**src/rtl/matmul_pkg.sv**
```systemverilog
// Shared definitions for the matrix-multiply datapath: default operand widths,
// a constant-foldable clog2 and the accumulator FSM state type.
package matmul_pkg;

    localparam int W_A = 8;
    localparam int W_B = 8;
    localparam int W_P = W_A + W_B;

    typedef enum logic {
        EMPTY = 1'b0,
        ACCUM = 1'b1
    } acc_state_t;

    function automatic int clog2(input int value);
        int result;
        result = 0;
        for (int v = value - 1; v > 0; v = v >> 1) begin
            result = result + 1;
        end
        return result;
    endfunction

endpackage

```
**src/rtl/dot_product_accumulator_result_slot.sv**
```systemverilog
// Single-entry output register holding one dot-product result; owns out_valid
// and the upstream in_ready decision.
module result_slot #(
    parameter int W_acc = 24,
    parameter int W_len = 9
) (
    input  logic             clk,
    input  logic             rst,
    input  logic             load,
    input  logic [W_acc-1:0] sum_d,
    input  logic [W_len-1:0] len_d,
    input  logic             len_err_d,
    input  logic             out_ready,
    output logic             out_valid,
    output logic             in_ready,
    output logic [W_acc-1:0] sum,
    output logic [W_len-1:0] len,
    output logic             len_err
);

    // Depends only on registered state and reset, never on the incoming beat.
    assign in_ready = ~rst & (~out_valid | out_ready);

    always_ff @(posedge clk or posedge rst) begin
        if (rst) begin
            out_valid <= 1'b0;
            sum       <= '0;
            len       <= '0;
            len_err   <= 1'b0;
        end else if (load) begin
            out_valid <= 1'b1;
            sum       <= sum_d;
            len       <= len_d;
            len_err   <= len_err_d;
        end else if (out_ready) begin
            out_valid <= 1'b0;
        end
    end

endmodule

```
**src/rtl/dot_product_accumulator.sv**
```systemverilog
// Streaming unsigned dot-product accumulator: sums products until in_last or
// MAX_LEN terms, then hands one result downstream through a one-deep slot.
//
// Handshake: a beat moves when in_valid & in_ready on a rising edge, a result
// moves when out_valid & out_ready; valid never waits on ready.
module dot_product_accumulator
    import matmul_pkg::*;
#(
    parameter int W_p     = W_P,
    parameter int MAX_LEN = 256,
    parameter int W_acc   = 24,
    parameter int W_len   = 9
) (
    input  logic             Clock,
    input  logic             Reset,
    input  logic             in_valid,
    output logic             in_ready,
    input  logic [W_p-1:0]   product,
    input  logic             in_last,
    output logic             out_valid,
    input  logic             out_ready,
    output logic [W_acc-1:0] sum,
    output logic [W_len-1:0] len,
    output logic             len_err,
    output acc_state_t       state
);

    if (MAX_LEN < 1 || W_acc < W_p + clog2(MAX_LEN) || W_len < clog2(MAX_LEN + 1)) begin : g_bad_params
        $error("dot_product_accumulator: W_acc/W_len too narrow for MAX_LEN");
    end

    logic [W_acc-1:0] acc;
    logic [W_len-1:0] cnt;
    logic             accept;
    logic             closing;
    logic [W_acc-1:0] acc_next;
    logic [W_len-1:0] cnt_next;

    assign accept   = in_valid & in_ready;
    assign closing  = accept & (in_last | (cnt == W_len'(MAX_LEN - 1)));
    // Width rule guarantees no carry out, so a plain add is exact.
    assign acc_next = acc + W_acc'(product);
    assign cnt_next = cnt + W_len'(1);

    always_ff @(posedge Clock or posedge Reset) begin
        if (Reset) begin
            acc   <= '0;
            cnt   <= '0;
            state <= EMPTY;
        end else if (closing) begin
            acc   <= '0;
            cnt   <= '0;
            state <= EMPTY;
        end else if (accept) begin
            acc   <= acc_next;
            cnt   <= cnt_next;
            state <= ACCUM;
        end
    end

    result_slot #(
        .W_acc (W_acc),
        .W_len (W_len)
    ) u_slot (
        .clk       (Clock),
        .rst       (Reset),
        .load      (closing),
        .sum_d     (acc_next),
        .len_d     (cnt_next),
        .len_err_d (~in_last),
        .out_ready (out_ready),
        .out_valid (out_valid),
        .in_ready  (in_ready),
        .sum       (sum),
        .len       (len),
        .len_err   (len_err)
    );

endmodule

```
**config.mk**
```make
export PLATFORM = sky130hd
export DESIGN_NAME = dot_product_accumulator
export DESIGN_NICKNAME = d
export VERILOG_FILES = /design/src/rtl/matmul_pkg.sv /design/src/rtl/dot_product_accumulator_result_slot.sv /design/src/rtl/dot_product_accumulator.sv
export SDC_FILE = /design/constraint.sdc
export NUM_CORES = 1
export LEC_CHECK = 0
export ABC_CLOCK_PERIOD_IN_PS = 2800
export CAP_MARGIN = 25
export CORE_ASPECT_RATIO = 1.1
export CORE_UTILIZATION = 48
export DETAILED_ROUTE_END_ITERATION = 12
export PLACE_DENSITY = 0.72
export SYNTH_ARGS = -nofsm -noshare
export SYNTH_HDL_FRONTEND = slang
export SYNTH_SLANG_ARGS = --single-unit
```
**constraint.sdc**
```tcl
create_clock -name Clock -period 2.8 [get_ports Clock]
set_input_delay 0.28 -clock Clock [delete_from_list [all_inputs] [get_ports Clock]]
set_output_delay 0.28 -clock Clock [all_outputs]
set_load 0.02 [all_outputs]
```
* After elaboration in Yosys (flattened, before gate mapping) *
Index checks and enable logic that the tools add are counted.

storage, ports and cells
  register bits = 69
  bits in latches = 0
  memory bits (writable) = 0
  memory bits (read-only) = 0
  input bits = 21
  output and inout port bits = 37
  logic and storage cells = 28
  memories = 0

cells by class
  add/sub/neg operators = 2
  $mul = 0
  div/mod/pow operators = 0
  magnitude comparators = 0
  equal/unequal tests = 1
  shifts and indexed selects = 0
  mux-type cells = 8
  bitwise logic cells = 8
  reduce and logical (&&, ||, !) cells = 2

operators with widths
  kind                   count
  $mux W24               2
  $add A24 B16 Y24       1
  $mux W9                2
  $add A9 B1 Y9 const B  1
  $eq A9 B8 Y1 const B   1
  $mux W1                4
  $reduce_bool A2 Y1     2
  $and A1 B1 Y1          3
  $not A1 Y1             3
  $or A1 B1 Y1           2

* Logic depth before layout (Yosys ltp) *
Gate-level depths: netlist of the first run.

  word-level depth = 6
  gate-level depth with buffers = 12
  mapped depth without buffers = 10

* Cells and area by module *
From an unflattened synthesis of the first run, not the netlist that was laid out.

second synthesis, totals
  cell total of the unflattened synthesis = 350
  area, all modules = 3978.8 um^2

by module, submodules not included
  module                   times used  cells each  area an instance (um^2)  seq. area each (um^2)
  dot_product_accumulator  1           273         2519.9                   850.8
  result_slot              1           77          1458.9                   875.8

* Worst setup path after synthesis of the first run *
Ideal clock, no wire load.

  path kind = in2reg
  start = input port Reset
  end = register u_slot.sum[21]
  setup time = 0.082 ns
  data arrival time = 3.016 ns
  required time = 2.718 ns
  slack = -0.298 ns
  stages on the path = 7
  path buffers = 1
  path through = inv_1 and2_1 nand2_1 nor2_1 clkbuf_1 nor2_1 a31oi_1

between the ends
  longest elaborated chain between the ends = 4

ends and longest elaborated chain
  element               RTL line                                   source
  from (decl)           dot_product_accumulator.sv:15              input logic Reset,
  $not A1 Y1            dot_product_accumulator_result_slot.sv:22  assign in_ready = ~rst & (~out_valid | out_ready);
  $and A1 B1 Y1         dot_product_accumulator_result_slot.sv:22
  net in_ready          dot_product_accumulator.sv:17              output logic in_ready,
  $and A1 B1 Y1         dot_product_accumulator.sv:39              assign accept = in_valid & in_ready;
  $and A1 B1 Y1         dot_product_accumulator.sv:40              assign closing = accept & (in_last | (cnt == W_len'(MAX_LEN - 1)));
  to (signal assigned)  dot_product_accumulator_result_slot.sv:32  sum <= sum_d;
  to (decl)             dot_product_accumulator_result_slot.sv:16  output logic [W_acc-1:0] sum,

The timed path passes the listed nets, and every way through them passes these cells.
A chain may end at the register's enable or synchronous reset.

* Worst setup path after layout of the first run *
  start = register cnt[0]
  end = register acc[10]

between the ends
  longest elaborated chain between the ends = 4
  elaborated cells on any way between the ends = 5
  classes of those cells = 1 x eq/ne; 1 x mux; 2 x bitwise; 1 x reduce/logical

ends and longest elaborated chain
  element                                                RTL line                       source
  from (decl)                                            dot_product_accumulator.sv:33  logic [W_len-1:0] cnt;
  from (signal assigned)                                 dot_product_accumulator.sv:56  cnt <= cnt_next;
  $eq A9 B8 Y1 *                                         dot_product_accumulator.sv:40
  $or A1 B1 Y1 *                                         dot_product_accumulator.sv:40
  $and A1 B1 Y1 *                                        dot_product_accumulator.sv:40
  $mux W24 / $reduce_bool A2 Y1 (equally long branches)  -
  to (signal assigned)                                   dot_product_accumulator.sv:55  acc <= acc_next;
  to (decl)                                              dot_product_accumulator.sv:32  logic [W_acc-1:0] acc;

Mark *: on every way between the ends. The rest lies on a longest branch, timed or not.

==> results of run 1 <==
area by class of cell:
cell class | instances | share of cell area (%)
Clock buffer | 11 | 3.08
Inverter | 11 | 0.916
Clock inverter | 5 | 1.68
Multi-Input combinational cell | 337 | 42.0
Tap cell | 108 | 2.75
Sequential cell | 69 | 35.1
Timing Repair Buffer | 76 | 14.5
critical path, delay by kind of cell, from the launching register on:
kind / cells / cell delay, ps
and+or+nand+nor: 5 / 1110
DFF: 1 / 440
AOI/OAI and AO/OA: 1 / 140
buffers and inverters: 2 / 360
adders and majority gates: 2 / 490
power groups by stage:
| stage | sequential, uW | clock [uW] | combinational (uW) |
|---|---|---|---|
| after floorplan | 1620 | 0 | 1060 |
| after global routing | 1480 | 1000 | 2090 |
| after detailed placement | 1460 | 0 | 1880 |
| final | 1440 | 946 | 1890 |
| after global placement | 1450 | 0 | 1860 |
| after CTS | 1450 | 964 | 1900 |
per-layer routing:
layer  routed length, um  track usage, %  vias up
met1                4270            32.5     1640
met2                4540            38.2       80
li1                    -               -     1692
met4                 116            8.19        0
met5                   0               0        -
met3                 406            3.84        9
registers in the layout, summed over array words and instances (netlist names):
name and cells:
acc 24, cnt 9, state 1, u_slot.len 9
u_slot.len_err 1, u_slot.out_valid 1, u_slot.sum 24
per-stage QoR:
stage / area, um^2 / worst slack, ps / hold WS [ps] / util (%) / instances
CTS: 4920 / 227 / 196 / 62.2 / 617
global route: 4920 / 17.6 / 200 / 62.2 / 617
finish: 4920 / 199 / 194 / 62.2 / 617
floorplan: 3920 / 128 / 366 / - / 437
global placement: 4690 / 109 / 459 / 59.2 / 601
detailed placement: 4690 / 23.9 / 466 / 59.2 / 601
synthesized netlist by cell type (4+ instances only):
cell and number:
mux2_2 4, inv_1 11, or3_1 6, nor2_1 22, o31ai_1 5, a21o_1 6
and3_1 8, xor2_1 9, and2_1 5, clkbuf_1 15, a21oi_1 21, xnor2_1 14
o21ai_1 6, nand2_1 86, dfrtp_1 69, a22o_1 4, a31oi_1 6, ha_1 18
nand3_1 15, o21ai_0 47
placed cells by master (no fill, tap or decap), types with 11 or more instances in the layout:
cell,n
ha_1,18
o21ai_0,47
buf_4,19
clkbuf_8,11
clkdlybuf4s50_1,57
nor2_1,22
nand3_1,15
dfrtp_1,69
xnor2_1,14
a21oi_1,21
nand2_1,86
worst max-delay path by stage:
stage	slack [ps]	to	start
finish	200	acc[10]	cnt[0]
CTS	230	acc[18]	cnt[0]
detailed placement	20	u_slot.sum[18]	product[0]
global placement	110	u_slot.sum[12]	product[0]
floorplan	130	acc[16]	Reset
global route	20	acc[10]	cnt[0]
cells by family after synthesis:
group / count (synthesis) / share of synthesized area, %
simple gates: 159 / 18.2
compound gates: 132 / 22.0
flops: 69 / 44.1
buf+inv: 31 / 3.16
xor+xnor: 23 / 5.14
fa+ha+maj: 19 / 6.26
mux: 4 / 1.15
==> summary.txt, run 1 <==
Fin crit period: 2600 ps
Die W: 88.1 um
HPWL after detailed placement: 6.89 mm
Vias per cell: 5.54
Worst-Skew Late Latency: 350 ps
Final worst-path cycle share: 92.9%
Via count: 3421
Crit path largest cell delay: 440 ps
Io pins: 58
WL/cell: 15.1 um
Synthesized area: 0.00392 mm^2
RePlAce Congestion: 0.913
Post-synth ARST share: 100%
Internal Power: 2660 uW
CP Cell Sequence: ha_1 > nand3_1 > nor2_1 > and3_1 > ha_1 > or2_2 > nor2_1 > buf_4 > buf_4 > a22o_1
CTS Buf Count: 9
R2r startpoint: cnt[0]
CP Launch Type: flip-flop
First-pass GRT wire length: 15.8 mm
Slew Limit Fails: 0
Antenna violations before repair: 0
Sw Ratio: 37.8%
Synth warn: 0
Synth area leaders: dfrtp_1 (44%), nand2_1 (8.2%), o21ai_0 (6.0%), ha_1 (5.8%), xnor2_1 (3.1%)
Post-synth top flop: dfrtp_1
Vias in the first global route: 3277
Clock sink count: 69
Max Clk Rate: 385 MHz
Final setup viols: 0
Clk slew on worst S/H paths: 80 ps
Distinct cells, synth: 58
P&R area growth vs syn: 25.6%
Post-synth EDFFs: 0
Setup Fix Bufs, Post-CTS: 0
R2R depth: 10
# port buffers: 57
CP Class: flip-flop to flip-flop
Static Leak: 0.00218 uW
Synth Net Count: 477
Gr usage total: 23.8%
Hold Fails Final Rpt: 0
Final net count: 544
Filler cells: 704
GR Overflow Total: 0
DR pass1 iterations: 4
Combinational Power Share: 44.2%
Mapped Cells: 437
Largest net degree at the start of global routing: 64
Hold Crit Class: input pin to async pin
Slew @ Worst Pin: 808 ps
Sequential share of the synthesized area: 44.1%
Cell Rows: 34
Power Total: 4280 uW
Starting Density: 49.5%
Status: completed
Seq pwr share: 33.7%
Area leader, netlist: dfrtp_1
Chip height: 96.7 um
Area of the multi-input gates: 0.00207 mm^2
Worst-path fanout max: 10
Die area: 0.00852 mm^2
Post-route ant nets: 0
Iter 0 DRT Violations: 143
Worst Path Arrival: 2890 ps
Seq cells post-synth: 69
Reg2reg end: acc[10]
Detailed-route wire length: 9.32 mm
CTS tree: built
Pwr/cell area: 871 mW/mm^2
Drc violations: 0
Share of cells above drive strength 1: 10.4%
Worst clock skew: 10.2 ps
Clk pwr share: 22.1%
RSZ-0062 raised after global routing: false
Core Footprint: 0.00791 mm^2
Post-cts repair resize count: 0
Root Buffer Master: clkbuf_8
N_diodes: 0
Max H-tree Level: 3
Top-area cell type share of the netlist area: 44.1%
Crit. End Element: flip-flop
Hold_buf cts: 0
CP max-delay cell: dfrtp_1
Reg2reg setup slack: 200 ps
NetSw: 1620 uW
Slew headroom: 46.2%
WP data required: 3090 ps
Max-Cap Viols: 0
Register area: 0.00173 mm^2
Synthesized area per cell: 8.96 um^2
CTS Buffer Depth: 2
Maximum vdd drop: 464 uV
Setup Total Neg Slack: 0 ps
(Power assumes the default switching activity.)
==> run 2: changes to the inputs <==
--- a/config.mk
+++ b/config.mk
@@ -10,7 +10,7 @@
 export CORE_ASPECT_RATIO = 1.1
 export CORE_UTILIZATION = 48
 export DETAILED_ROUTE_END_ITERATION = 12
-export PLACE_DENSITY = 0.72
+export PLACE_DENSITY = 0.71
 export SYNTH_ARGS = -nofsm -noshare
 export SYNTH_HDL_FRONTEND = slang
 export SYNTH_SLANG_ARGS = --single-unit
==> run 2 against run 1 <==
Clock-buffer cell count fell by 1. Utilization rose by 0.19 points. Critical path depth did not move. Die area did not move. Worst hold slack got worse by 8.9 ps. Via count fell by 1.6%.
==> summary.txt, run 2 (synthesized netlist as in run 1, its figures left out) <==
Final setup viols: 0 (unchanged)
Worst-Skew Late Latency: 350 ps (about the same)
Crit. End Element: flip-flop
First-pass GRT wire length: 15.6 mm (-0.92%)
Pwr/cell area: 867 mW/mm^2 (-0.45%)
N_diodes: 0 (unchanged)
CTS tree: built
Area of the multi-input gates: 0.00207 mm^2 (+0.12%)
Clk slew on worst S/H paths: 80 ps (about the same)
Hold Fails Final Rpt: 0 (unchanged)
R2R depth: 10 (unchanged)
Sw Ratio: 38.1% (+0.25 points)
Worst-path fanout max: 27 (+17)
Maximum vdd drop: 481 uV (+3.7%)
Static Leak: 0.00219 uW (+0.29%)
Internal Power: 2650 uW (-0.56%)
Status: completed
Clk pwr share: 21.7% (-0.4 points)
Gr usage total: 23.6% (-0.24 points)
Chip height: 96.7 um (unchanged)
Slew headroom: 45.1% (-1.0 points)
Reg2reg setup slack: 240 ps (+40 ps)
# port buffers: 57 (unchanged)
Worst Path Arrival: 2800 ps (-90 ps)
Io pins: 58 (unchanged)
Share of cells above drive strength 1: 11.1% (+0.72 points)
Antenna violations before repair: 0 (unchanged)
Register area: 0.00173 mm^2 (unchanged)
Most common cell after layout, fill and taps aside: nand2_1
HPWL after detailed placement: 6.98 mm (+1.2%)
Starting Density: 49.5% (unchanged)
Die W: 88.1 um (unchanged)
GR Overflow Total: 0 (unchanged)
Reg2reg end: u_slot.sum[15]
Die area: 0.00852 mm^2 (unchanged)
Post-route ant nets: 0 (unchanged)
Regs by FF count: acc x24, u_slot.sum x24
CTS Buffer Depth: 2 (unchanged)
Root Buffer Master: clkbuf_8
Setup Total Neg Slack: 0 ps (unchanged)
WP data required: 3040 ps (-50 ps)
NetSw: 1630 uW (+0.52%)
Max Clk Rate: 391 MHz (+1.6%)
P&R area growth vs syn: 26.0%
Drc violations: 0 (unchanged)
Cell Rows: 34 (unchanged)
Clock sink count: 69 (unchanged)
Detailed-route wire length: 9.36 mm (+0.40%)
Via count: 3365 (-1.6%)
DR pass1 iterations: 4 (unchanged)
RSZ-0062 raised after global routing: false
RePlAce Congestion: 0.856 (-6.2%)
Max H-tree Level: 3 (unchanged)
CP Class: flip-flop to flip-flop
Max-Cap Viols: 0 (unchanged)
Vias in the first global route: 3359 (+2.5%)
Combinational Power Share: 44.6% (+0.4 points)
Worst clock skew: 10.6 ps (+0.410 ps)
WL/cell: 15.1 um (about the same)
Most frequent cells in the layout: nand2_1 (86), dfrtp_1 (69), clkdlybuf4s50_1 (57), o21ai_0 (47), buf_4 (22)
Iter 0 DRT Violations: 127 (-11%)
Fin crit period: 2560 ps (-41.3 ps)
R2r startpoint: cnt[0]
Final worst-path cycle share: 91.4% (-1.5 points)
Seq pwr share: 33.7% (about the same)
Filler cells: 700 (-0.57%)
CP Launch Type: flip-flop
Core Footprint: 0.00791 mm^2 (unchanged)
CTS Buf Count: 9 (unchanged)
Slew @ Worst Pin: 823 ps (+15.3 ps)
Largest net degree at the start of global routing: 67 (+4.7%)
Slew Limit Fails: 0 (unchanged)
Smallest hold slack: 185 ps (-8.87 ps)
Final net count: 547 (+0.55%)
Vias per cell: 5.43 (-2.1%)
Hold Crit Class: input pin to async pin
-- run 2: metal layers --
layer  up-vias  global-route usage (%)  share of wire (%)
met5         -                       0                  0
met4         0                    8.31                1.6
met3        15                    3.16                3.5
met2        72                    39.4                 48
met1      1587                    31.0                 46
li1       1691                       -                  -
-- run 2: what timing repair did --
action | CTS | global route
setup buffers | 0 | 0
resized for setup | 0 | 1
hold buffers | 0 | 0
setup endpoints to repair | 0 | 5
-- run 2: metrics by stage --
step	power [uW]	utilization (%)	instance area, um^2	std cells	worst slack, ps
2_1_floorplan	2680	-	3920	437	128
3_3_place_gp	3330	59.5	4710	604	101
3_5_place_dp	3360	59.5	4710	604	68.4
4_1_cts	4300	62.3	4930	620	179
5_1_grt	4560	62.4	4930	620	12.9
6_report	4280	62.4	4930	620	241
-- run 2: area by class of cell --
class,instances,area share (%)
Sequential cell,69,35.0
Multi-Input combinational cell,337,41.9
Timing Repair Buffer,79,14.9
Clock buffer,10,2.79
Inverter,11,0.913
Clock inverter,6,1.75
Tap cell,108,2.74
-- run 2: worst max path at each step --
| stage | slack, ps | endpoint | start | depth (start not counted) |
|---|---|---|---|---|
| floorplan | 130 | acc[16] | Reset | 7 |
| global placement | 100 | u_slot.sum[12] | product[0] | 9 |
| detailed placement | 70 | u_slot.sum[20] | product[0] | 9 |
| CTS | 180 | u_slot.sum[15] | cnt[0] | 10 |
| global route | 10 | u_slot.sum[15] | cnt[0] | 10 |
| finish | 240 | u_slot.sum[15] | cnt[0] | 10 |
-- run 2: critical path, cell delays in order (launching register included) --
cell     delay (ps)
dfrtp_1         430
ha_1            270
nand3_1         200
nor2_2          220
and3_1          180
ha_1            170
or2_2           250
nand2_1         100
buf_4           230
and2_1          180
a31o_2          200
-- run 2: power groups by stage --
| stage | combinational [uW] | sequential, uW | clock, uW |
|---|---|---|---|
| floorplan | 1060 | 1620 | 0 |
| global placement | 1880 | 1450 | 0 |
| detailed placement | 1900 | 1460 | 0 |
| CTS | 1910 | 1450 | 942 |
| global route | 2100 | 1480 | 982 |
| finish | 1910 | 1440 | 927 |
